[config.mk]
export PLATFORM = sky130hd
export DESIGN_NAME = fetch_unit_flat
export DESIGN_NICKNAME = d
export VERILOG_FILES = /design/src/rtl/fetch_pkg.sv /design/src/rtl/fetch_if.sv /design/src/rtl/fetch_pc_gen.sv /design/src/rtl/fetch_unit.sv /design/src/flat_wrapper.sv
export SDC_FILE = /design/constraint.sdc
export NUM_CORES = 1
export LEC_CHECK = 0
export CELL_PAD_IN_SITES_DETAIL_PLACEMENT = 0
export CELL_PAD_IN_SITES_GLOBAL_PLACEMENT = 1
export CORE_UTILIZATION = 27
export CTS_CLUSTER_DIAMETER = 100
export DETAILED_ROUTE_END_ITERATION = 7
export PLACE_DENSITY_LB_ADDON = 0.12
export SETUP_SLACK_MARGIN = 0.1
export SLEW_MARGIN = 40
export SYNTH_ARGS = -nofsm -noshare
export SYNTH_HDL_FRONTEND = slang
export SYNTH_SLANG_ARGS = --single-unit
[constraint.sdc]
create_clock -name clk -period 1.6 [get_ports clk]
set_clock_uncertainty 0.15 [all_clocks]
set_input_delay 0.24 -clock clk [delete_from_list [all_inputs] [get_ports clk]]
set_output_delay 0.24 -clock clk [all_outputs]
set_load 0.1 [all_outputs]
[src/rtl/fetch_pkg.sv]
// Shared types and constants for the instruction fetch stage.
package fetch_pkg;

    typedef enum logic [1:0] {
        StIdle,
        StRun,
        StHalt
    } fetch_state_e;

    localparam int unsigned INSTR_WIDTH_DEFAULT = 16;

    // PC width for a given memory depth; at least one bit even for a single-word memory.
    function automatic int unsigned pc_width(input int unsigned depth);
        return (depth > 1) ? $clog2(depth) : 1;
    endfunction

endpackage

[src/rtl/fetch_if.sv]
// Fetch stage bus: instruction memory port, downstream valid/ready channel and redirect request.
interface fetch_if #(
    parameter int unsigned PC_WIDTH    = 2,
    parameter int unsigned INSTR_WIDTH = fetch_pkg::INSTR_WIDTH_DEFAULT
);
    logic [PC_WIDTH-1:0]    imem_addr;
    logic [INSTR_WIDTH-1:0] imem_rdata;
    logic                   out_valid;
    logic                   out_ready;
    logic [INSTR_WIDTH-1:0] out_instr;
    logic [PC_WIDTH-1:0]    out_pc;
    logic                   redirect_valid;
    logic [PC_WIDTH-1:0]    redirect_pc;

    modport master (
        output imem_addr, out_valid, out_instr, out_pc,
        input  imem_rdata, out_ready, redirect_valid, redirect_pc
    );

    modport slave (
        input  imem_addr, out_valid, out_instr, out_pc,
        output imem_rdata, out_ready, redirect_valid, redirect_pc
    );
endinterface

[src/rtl/fetch_pc_gen.sv]
// Program counter: increment with explicit wrap at the last word, redirect folded into range.
module fetch_pc_gen
    import fetch_pkg::*;
#(
    parameter int unsigned IMEM_DEPTH = 4,
    parameter int unsigned PC_WIDTH   = pc_width(IMEM_DEPTH)
) (
    input  logic                clk,
    input  logic                reset,
    input  logic                advance_i,
    input  logic                redirect_valid_i,
    input  logic [PC_WIDTH-1:0] redirect_pc_i,
    output logic [PC_WIDTH-1:0] pc_o,
    output logic                last_o
);
    localparam logic [PC_WIDTH:0]   DEPTH_EXT = (PC_WIDTH + 1)'(IMEM_DEPTH);
    localparam logic [PC_WIDTH-1:0] LAST_PC   = PC_WIDTH'(IMEM_DEPTH - 1);

    logic [PC_WIDTH-1:0] pc_q, pc_d;
    logic [PC_WIDTH-1:0] target;
    logic [PC_WIDTH:0]   redir_ext;

    // A PC_WIDTH value is below 2*IMEM_DEPTH, so one conditional subtract is a full modulo.
    always_comb begin
        redir_ext = {1'b0, redirect_pc_i};
        target    = redirect_pc_i;
        if (redir_ext >= DEPTH_EXT) begin
            target = PC_WIDTH'(redir_ext - DEPTH_EXT);
        end
    end

    always_comb begin
        pc_d = pc_q;
        if (redirect_valid_i) begin
            pc_d = target;
        end else if (advance_i) begin
            pc_d = (pc_q == LAST_PC) ? '0 : pc_q + PC_WIDTH'(1);
        end
    end

    always_ff @(posedge clk) begin
        if (reset) begin
            pc_q <= '0;
        end else begin
            pc_q <= pc_d;
        end
    end

    assign pc_o   = pc_q;
    assign last_o = (pc_q == LAST_PC);

endmodule

[src/rtl/fetch_unit.sv]
// Instruction fetch stage: IDLE/RUN/HALT control plus a one-entry output register.
// Define FETCH_WRAP_EN to wrap the PC and fetch forever instead of halting after the last word.
module fetch_unit
    import fetch_pkg::*;
#(
    parameter int unsigned IMEM_DEPTH  = 4,
    parameter int unsigned INSTR_WIDTH = INSTR_WIDTH_DEFAULT
) (
    input  logic    clk,
    input  logic    reset,
    input  logic    start,
    output logic    busy,
    output logic    done,
    fetch_if.master bus
);
    localparam int unsigned PC_WIDTH = pc_width(IMEM_DEPTH);
`ifdef FETCH_WRAP_EN
    localparam bit WRAP_EN = 1'b1;
`else
    localparam bit WRAP_EN = 1'b0;
`endif

    fetch_state_e           state_q, state_d;
    logic                   out_valid_q, out_valid_d;
    logic [INSTR_WIDTH-1:0] out_instr_q, out_instr_d;
    logic [PC_WIDTH-1:0]    out_pc_q, out_pc_d;
    logic [PC_WIDTH-1:0]    pc;
    logic                   pc_last;
    logic                   fire;

    // Redirect wins over a fetch in the same cycle.
    assign fire = (state_q == StRun) && (!out_valid_q || bus.out_ready) && !bus.redirect_valid;

    fetch_pc_gen #(
        .IMEM_DEPTH (IMEM_DEPTH),
        .PC_WIDTH   (PC_WIDTH)
    ) u_pc_gen (
        .clk              (clk),
        .reset            (reset),
        .advance_i        (fire),
        .redirect_valid_i (bus.redirect_valid),
        .redirect_pc_i    (bus.redirect_pc),
        .pc_o             (pc),
        .last_o           (pc_last)
    );

    always_comb begin
        state_d     = state_q;
        out_valid_d = out_valid_q;
        out_instr_d = out_instr_q;
        out_pc_d    = out_pc_q;
        if (bus.redirect_valid) begin
            state_d     = StRun;
            out_valid_d = 1'b0;
        end else begin
            case (state_q)
                StIdle:  if (start) state_d = StRun;
                StRun:   if (fire && pc_last && !WRAP_EN) state_d = StHalt;
                default: ;
            endcase
            if (fire) begin
                out_valid_d = 1'b1;
                out_instr_d = bus.imem_rdata;
                out_pc_d    = pc;
            end else if (out_valid_q && bus.out_ready) begin
                out_valid_d = 1'b0;
            end
        end
    end

    always_ff @(posedge clk) begin
        if (reset) begin
            state_q     <= StIdle;
            out_valid_q <= 1'b0;
            out_instr_q <= '0;
            out_pc_q    <= '0;
        end else begin
            state_q     <= state_d;
            out_valid_q <= out_valid_d;
            out_instr_q <= out_instr_d;
            out_pc_q    <= out_pc_d;
        end
    end

    assign busy          = (state_q == StRun);
    assign done          = (state_q == StHalt);
    assign bus.imem_addr = pc;
    assign bus.out_valid = out_valid_q;
    assign bus.out_instr = out_instr_q;
    assign bus.out_pc    = out_pc_q;

endmodule
[src/flat_wrapper.sv]
// flat-port wrapper written by rule: the top's interface ports become plain ports
module fetch_unit_flat import fetch_pkg::*;
#(
    parameter int unsigned IMEM_DEPTH  = 4,
    parameter int unsigned INSTR_WIDTH = INSTR_WIDTH_DEFAULT
)
  (clk, reset, start, busy, done, bus_imem_addr, bus_out_valid, bus_out_instr, bus_out_pc, bus_imem_rdata, bus_out_ready, bus_redirect_valid, bus_redirect_pc);
  fetch_if #(.INSTR_WIDTH(INSTR_WIDTH)) bus_i ();
  input  logic clk;
  input  logic reset;
  input  logic start;
  output logic busy;
  output logic done;
  output wire logic [$bits(bus_i.imem_addr)-1:0] bus_imem_addr;
  output wire logic [$bits(bus_i.out_valid)-1:0] bus_out_valid;
  output wire logic [$bits(bus_i.out_instr)-1:0] bus_out_instr;
  output wire logic [$bits(bus_i.out_pc)-1:0] bus_out_pc;
  input wire logic [$bits(bus_i.imem_rdata)-1:0] bus_imem_rdata;
  input wire logic [$bits(bus_i.out_ready)-1:0] bus_out_ready;
  input wire logic [$bits(bus_i.redirect_valid)-1:0] bus_redirect_valid;
  input wire logic [$bits(bus_i.redirect_pc)-1:0] bus_redirect_pc;
  assign bus_imem_addr = bus_i.imem_addr;
  assign bus_out_valid = bus_i.out_valid;
  assign bus_out_instr = bus_i.out_instr;
  assign bus_out_pc = bus_i.out_pc;
  assign bus_i.imem_rdata = bus_imem_rdata;
  assign bus_i.out_ready = bus_out_ready;
  assign bus_i.redirect_valid = bus_redirect_valid;
  assign bus_i.redirect_pc = bus_redirect_pc;
  fetch_unit #(.IMEM_DEPTH(IMEM_DEPTH), .INSTR_WIDTH(INSTR_WIDTH)) u_core (.clk(clk), .reset(reset), .start(start), .busy(busy), .done(done), .bus(bus_i));
endmodule
### Word-level counts from Yosys, hierarchy flattened

Cells that the tools add are included.

| storage, ports and cells | value |
|---|---|
| register bits after elaboration | 23 |
| input port bits | 23 |
| output and inout bits | 23 |
| word-level logic and storage cells | 40 |

| cells by class | value |
|---|---|
| $add $sub $neg | 1 |
| equal/unequal tests | 7 |
| multiplexer cells | 9 |
| bitwise gates (word level) | 1 |
| reduce and logical (&&, ||, !) cells | 16 |

Operator list:

| kind | number |
|---|---|
| $mux W2 | 5 |
| $reduce_and A3 Y1 | 2 |
| $reduce_bool A2 Y1 | 3 |
| $eq A2 B2 Y1 const B | 2 |
| $logic_and A1 B1 Y1 | 4 |
| $pmux W2 S2 | 1 |
| $mux W1 | 3 |
| $ne A3 B1 Y1 const B | 1 |
| $ne A3 B3 Y1 const B | 1 |
| $reduce_bool A3 Y1 | 1 |
| $add A2 B1 Y2 const B | 1 |
| $eq A2 B1 Y1 const B | 1 |
| $logic_not A1 Y1 | 2 |
| $logic_not A2 Y1 | 1 |
| $ne A2 B1 Y1 const B | 1 |
| $ne A2 B2 Y1 const B | 1 |
| $reduce_and A2 Y1 | 1 |
| $reduce_or A2 Y1 | 1 |
| $logic_or A1 B1 Y1 | 1 |
| $not A1 Y1 | 1 |

### Longest topological paths before layout

Gate-level depths: netlist of the first run.

| logic depth | value |
|---|---|
| depth after elaboration | 8 |
| gate-level depth with buffers | 5 |
| depth with buffers taken out | 4 |

### Hierarchy

Synthesis of the first run repeated with hierarchy kept, for this count alone.

| second synthesis, totals | value |
|---|---|
| cells, all modules | 104 |
| area total of the unflattened synthesis | 1083.5 µm² |

By module, submodules not included:

| module | instances | cells an instance | area each (µm²) | sequential area each (µm²) |
|---|---|---|---|---|
| fetch_unit | 1 | 93 | 967.2 | 420.4 |
| fetch_pc_gen | 1 | 11 | 116.4 | 40.0 |

### Worst setup path before layout of the first run

Ideal clock, no wire load.

| timing | value |
|---|---|
| kind | register -> register |
| start point | register u_core.u_pc_gen.pc_q[1] (netlist: u_core.u_pc_gen.pc_o[1]) |
| end point | register u_core.u_pc_gen.pc_q[1] (netlist: u_core.u_pc_gen.pc_o[1]) |
| setup time | 0.122 ns |
| data arrival time | 2.097 ns |
| required time | 1.328 ns |
| slack | -0.769 ns |
| cell stages (with the launch flop) | 4 |
| buffers on the path | 0 |
| period minus slack after synthesis | 2.369 ns |
| cells stage by stage | dfxtp_1 -> ha_1 -> or4_2 -> o311a_1 |

| between the ends | value |
|---|---|
| cells in the longest elaborated chain, start to end | 4 |
| elaborated cells between the ends (all ways) | 5 |
| those cells by class | add/sub (1); eq/ne (1); mux (3) |

RTL lines:

| what | line | source |
|---|---|---|
| start, declared | fetch_pc_gen.sv:19 | `logic [PC_WIDTH-1:0] pc_q, pc_d;` |
| start signal, assigned | fetch_pc_gen.sv:45 | `pc_q <= pc_d;` |
| $add A2 B1 Y2 / $eq A2 B2 Y1 (equally long branches) | fetch_pc_gen.sv:37 | `pc_d = (pc_q == LAST_PC) ? '0 : pc_q + PC_WIDTH'(1);` |
| $mux W2 * | fetch_pc_gen.sv:37 |  |
| $mux W2 * | fetch_pc_gen.sv:36 | `end else if (advance_i) begin` |
| $mux W2 * | fetch_pc_gen.sv:34 | `if (redirect_valid_i) begin` |

Mark *: on every way between the ends. The rest lies on a longest branch, timed or not. The select of a mux whose other input is x is not followed.
A chain may end at the register's enable or synchronous reset.

### Final worst setup path of the first run

| timing | value |
|---|---|
| start point | register u_core.state_q[1] |
| end point | register u_core.u_pc_gen.pc_q[1] (netlist: u_core.u_pc_gen.pc_o[1]) |

| between the ends | value |
|---|---|
| cells in the longest elaborated chain, start to end | 4 |

RTL lines:

| what | line | source |
|---|---|---|
| start, declared | fetch_unit.sv:23 | `fetch_state_e state_q, state_d;` |
| start signal, assigned | fetch_unit.sv:73 | `state_q <= StIdle;` |
| start signal, assigned | fetch_unit.sv:78 | `state_q <= state_d;` |
| $eq A2 B1 Y1 | fetch_unit.sv:32 | `assign fire = (state_q == StRun) && (!out_valid_q \|\| bus.out_ready) && !bus.redirect_valid;` |
| $logic_and A1 B1 Y1 (2 in a row) | fetch_unit.sv:32 |  |
| $reduce_bool A2 Y1 (no source line) | -- |  |

Every way passes these cells.

==> metrics.cfg, run 1 <==
[power]
intPower_w=0.001029
ir_worst_vdd_v=0.0004679
switchingPower_w=0.0005205
power_density_nw_per_um2=790.1
switching_share_pct=33.60
pwr-share-seq_pct=41.1
p_comb_share_pct=36.2
clkPwrFrac_pct=22.7
power.leakage_nw=0.7443

[place]
preCtsSetupSlack_ns=-0.1149
placed_area_um2=1873
io_buffers=45
place_hpwl_um=1659
gp_congestion=0.7324

[global_route]
grt_pass1_vias=874
gr-usage-all-layers_pct=11.88
antenna_found_initial=0
grt_max_degree=42
grt_overflow_total=0
grt_pass1_wl_um=3864

[timing]
slew_headroom_pct=85.19
fin_crit_ns=1.501
setup_viol=0
drv_slew=0
timing.fmax_mhz=666.4
setup_ws_ns=0.09939
timing_hold_violations_final=0
totalNegativeSetupSlack_ns=0
rsz0062_at_grt=yes
hold_slack_ns=0.3625
worstMarginPinSlew_ns=0.2214
period_share_pct=93.79

[yosys]
synthArstFlopShare_pct=0
synth_adder_area_share_pct=1.182
synthSimpleGateAreaFrac_pct=28.37
yosysWarnings=0
ys_seq_area_share_pct=43.50
synth_cells=107
synth_seq_cells=23
synth_xor_area_share_pct=0
syn_area_um2=1059
synth_flop_cell=dfxtp_1
avgSynthCellArea_um2=9.893
synth-edff-count=0
synthMuxAreaShare_pct=17.02
synth_compound_area_share_pct=5.319
synth_nets=131
ys_types=22
synth_top_family_by_area=simple AND/OR/NAND/NOR gates

[final_layout]
final_core_util_pct=52.76
layout-area-overhead-vs-synth_pct=85.22
finalInstanceArea_um2=1961
diodes=0
layout-drive-gt1-share_pct=30.19
nets=184

[detailed_routing]
wl_per_cell_um=10.93
drc=0
avgViaCountPerCell=4.382
first_iter_violations=27
ant_nets=0
routed-via-count=907
drt-total-wl_um=2263
first_pass_iters=4

[clocking]
cts_made_buffers=3
htreeDepth=1
cts.clk_slew.worst_paths_ns=0.08
clock_path_buffers=2
tritoncts=yes
cts_root_buf=clkbuf_8
numClockSinks=23
clk_latency_ns=0.26

[setup_path]
critPathMaxFanout=5
critPathKind=flop to flop
crit_required_ns=1.60
reg2reg_slack_ns=0.1
worstPathArrival_ns=1.50
r2r_cells=4
end_kind=flop
critPathLaunchType=flop

[floorplan]
die_w_um=64.62
rows=22
num_io_pins=46
start_util_pct=28.48
fp.coreArea_um2=3716
die_h_um=64.62
dieArea_um2=4175

[run]
maxCapViolCount=0

[worst_hold_path]
min_path_cells=2
hp-class=flop to flop

[outcome]
status=completed

==> critical path: stages (launching register included) <==
cell and delay [ns]:
dfxtp_2 0.33, nand2b_4 0.17, buf_4 0.15, or4_4 0.46
o311a_1 0.13
==> power groups by stage <==
stage / clock network, W / logic, W / registers (W)
4_1_cts: 0.000374 / 0.000551 / 0.000639
3_5_place_dp: 0 / 0.000543 / 0.000655
5_1_grt: 0.000401 / 0.000586 / 0.000642
3_3_place_gp: 0 / 0.000536 / 0.000654
2_1_floorplan: 0 / 0.000122 / 0.000842
6_report: 0.000352 / 0.000560 / 0.000637
==> layer usage <==
metal	track usage [%]	vias to the layer above	wire (um)
li1	-	457	-
met1	14.90	417	1080
met2	19.47	29	1020
met3	2.641	4	129
met4	5.000	0	33
met5	0	-	0
==> area by class of cell <==
cell class              count  area [um^2]
well taps                  48        60.06
multi-input cells          74        593.1
fillers                   343         1755
repair buffers             54        773.2
flip-flops and latches     23        474.2
inverters                   4        15.01
clock buffers               4        45.04
==> cells in the mapped netlist (all sizes together), types with 2 or more instances <==
library cell	instances	area, um^2
buf	2	18.77
inv	4	15.01
clkbuf	4	15.01
mux2i	18	180.2
nor2	2	7.510
nand2b	38	245.2
nor3	2	10.01
a21oi	2	10.01
nor2b	2	12.51
dfxtp	23	460.4
or4	2	16.27
==> per-stage QoR <==
| step | total power [W] | instances |
|---|---|---|
| after floorplan | 0.0009643 | 107 |
| after global placement | 0.001190 | 199 |
| after detailed placement | 0.001198 | 199 |
| after CTS | 0.001564 | 204 |
| after global routing | 0.001628 | 207 |
| final | 0.001549 | 207 |
==> flip-flops by register name, indices dropped and copies added, names as in the netlist <==
signal                flops
u_core.bus.out_pc         2
u_core.state_q            2
u_core.u_pc_gen.pc_o      2
u_core.bus.out_instr     16
u_core.bus.out_valid      1
==> worst paths after layout <==
| check | startpoint | endpoint |
|---|---|---|
| setup / recovery | u_core.state_q[1] | u_core.u_pc_gen.pc_o[1] |
| hold / removal | u_core.bus.out_instr[11] | u_core.bus.out_instr[11] |
| setup reg to reg | u_core.state_q[1] | u_core.u_pc_gen.pc_o[1] |
| hold reg to reg | u_core.bus.out_instr[11] | u_core.bus.out_instr[11] |
==> what timing repair did <==
action                                  4_1_cts  5_1_grt
gates resized for setup                       1        3
pin swaps                                     0        1
hold buffers                                  0        0
endpoints found under the setup margin        2        3
setup buffers                                 1        3
==> cells by family after synthesis <==
logic type / after synthesis
compound gates: 8
buf+inv: 10
simple gates: 47
mux: 18
flops: 23
fa+ha+maj: 1
==> layout by cell type (no fill, tap or decap) <==
master / count
nand2b_1: 37
dfxtp_2: 2
buf_4: 7
o311a_1: 1
mux2i_1: 18
nor2_1: 2
or4_4: 2
clkbuf_8: 3
o21ai_0: 1
and2b_2: 1
nand2b_4: 1
inv_1: 4
nor3_4: 1
dfxtp_4: 3
a211oi_1: 1
nor2b_1: 1
a31oi_1: 1
a21oi_1: 2
nor2b_4: 1
dfxtp_1: 18
clkbuf_1: 1
ha_4: 1
o32ai_1: 1
clkdlybuf4s50_1: 22
buf_12: 25
a311oi_2: 1
nor3_1: 1
Power figures use the tool's default switching activity.
==> run 2, diff against run 1 <==
--- a/config.mk
+++ b/config.mk
@@ -12,7 +12,6 @@
 export DETAILED_ROUTE_END_ITERATION = 7
 export PLACE_DENSITY_LB_ADDON = 0.12
 export SETUP_SLACK_MARGIN = 0.1
-export SLEW_MARGIN = 40
 export SYNTH_ARGS = -nofsm -noshare
 export SYNTH_HDL_FRONTEND = slang
 export SYNTH_SLANG_ARGS = --single-unit
==> results of run 2 <==
Same layout as run 1: the final DEF is identical, and so are final timing and power.
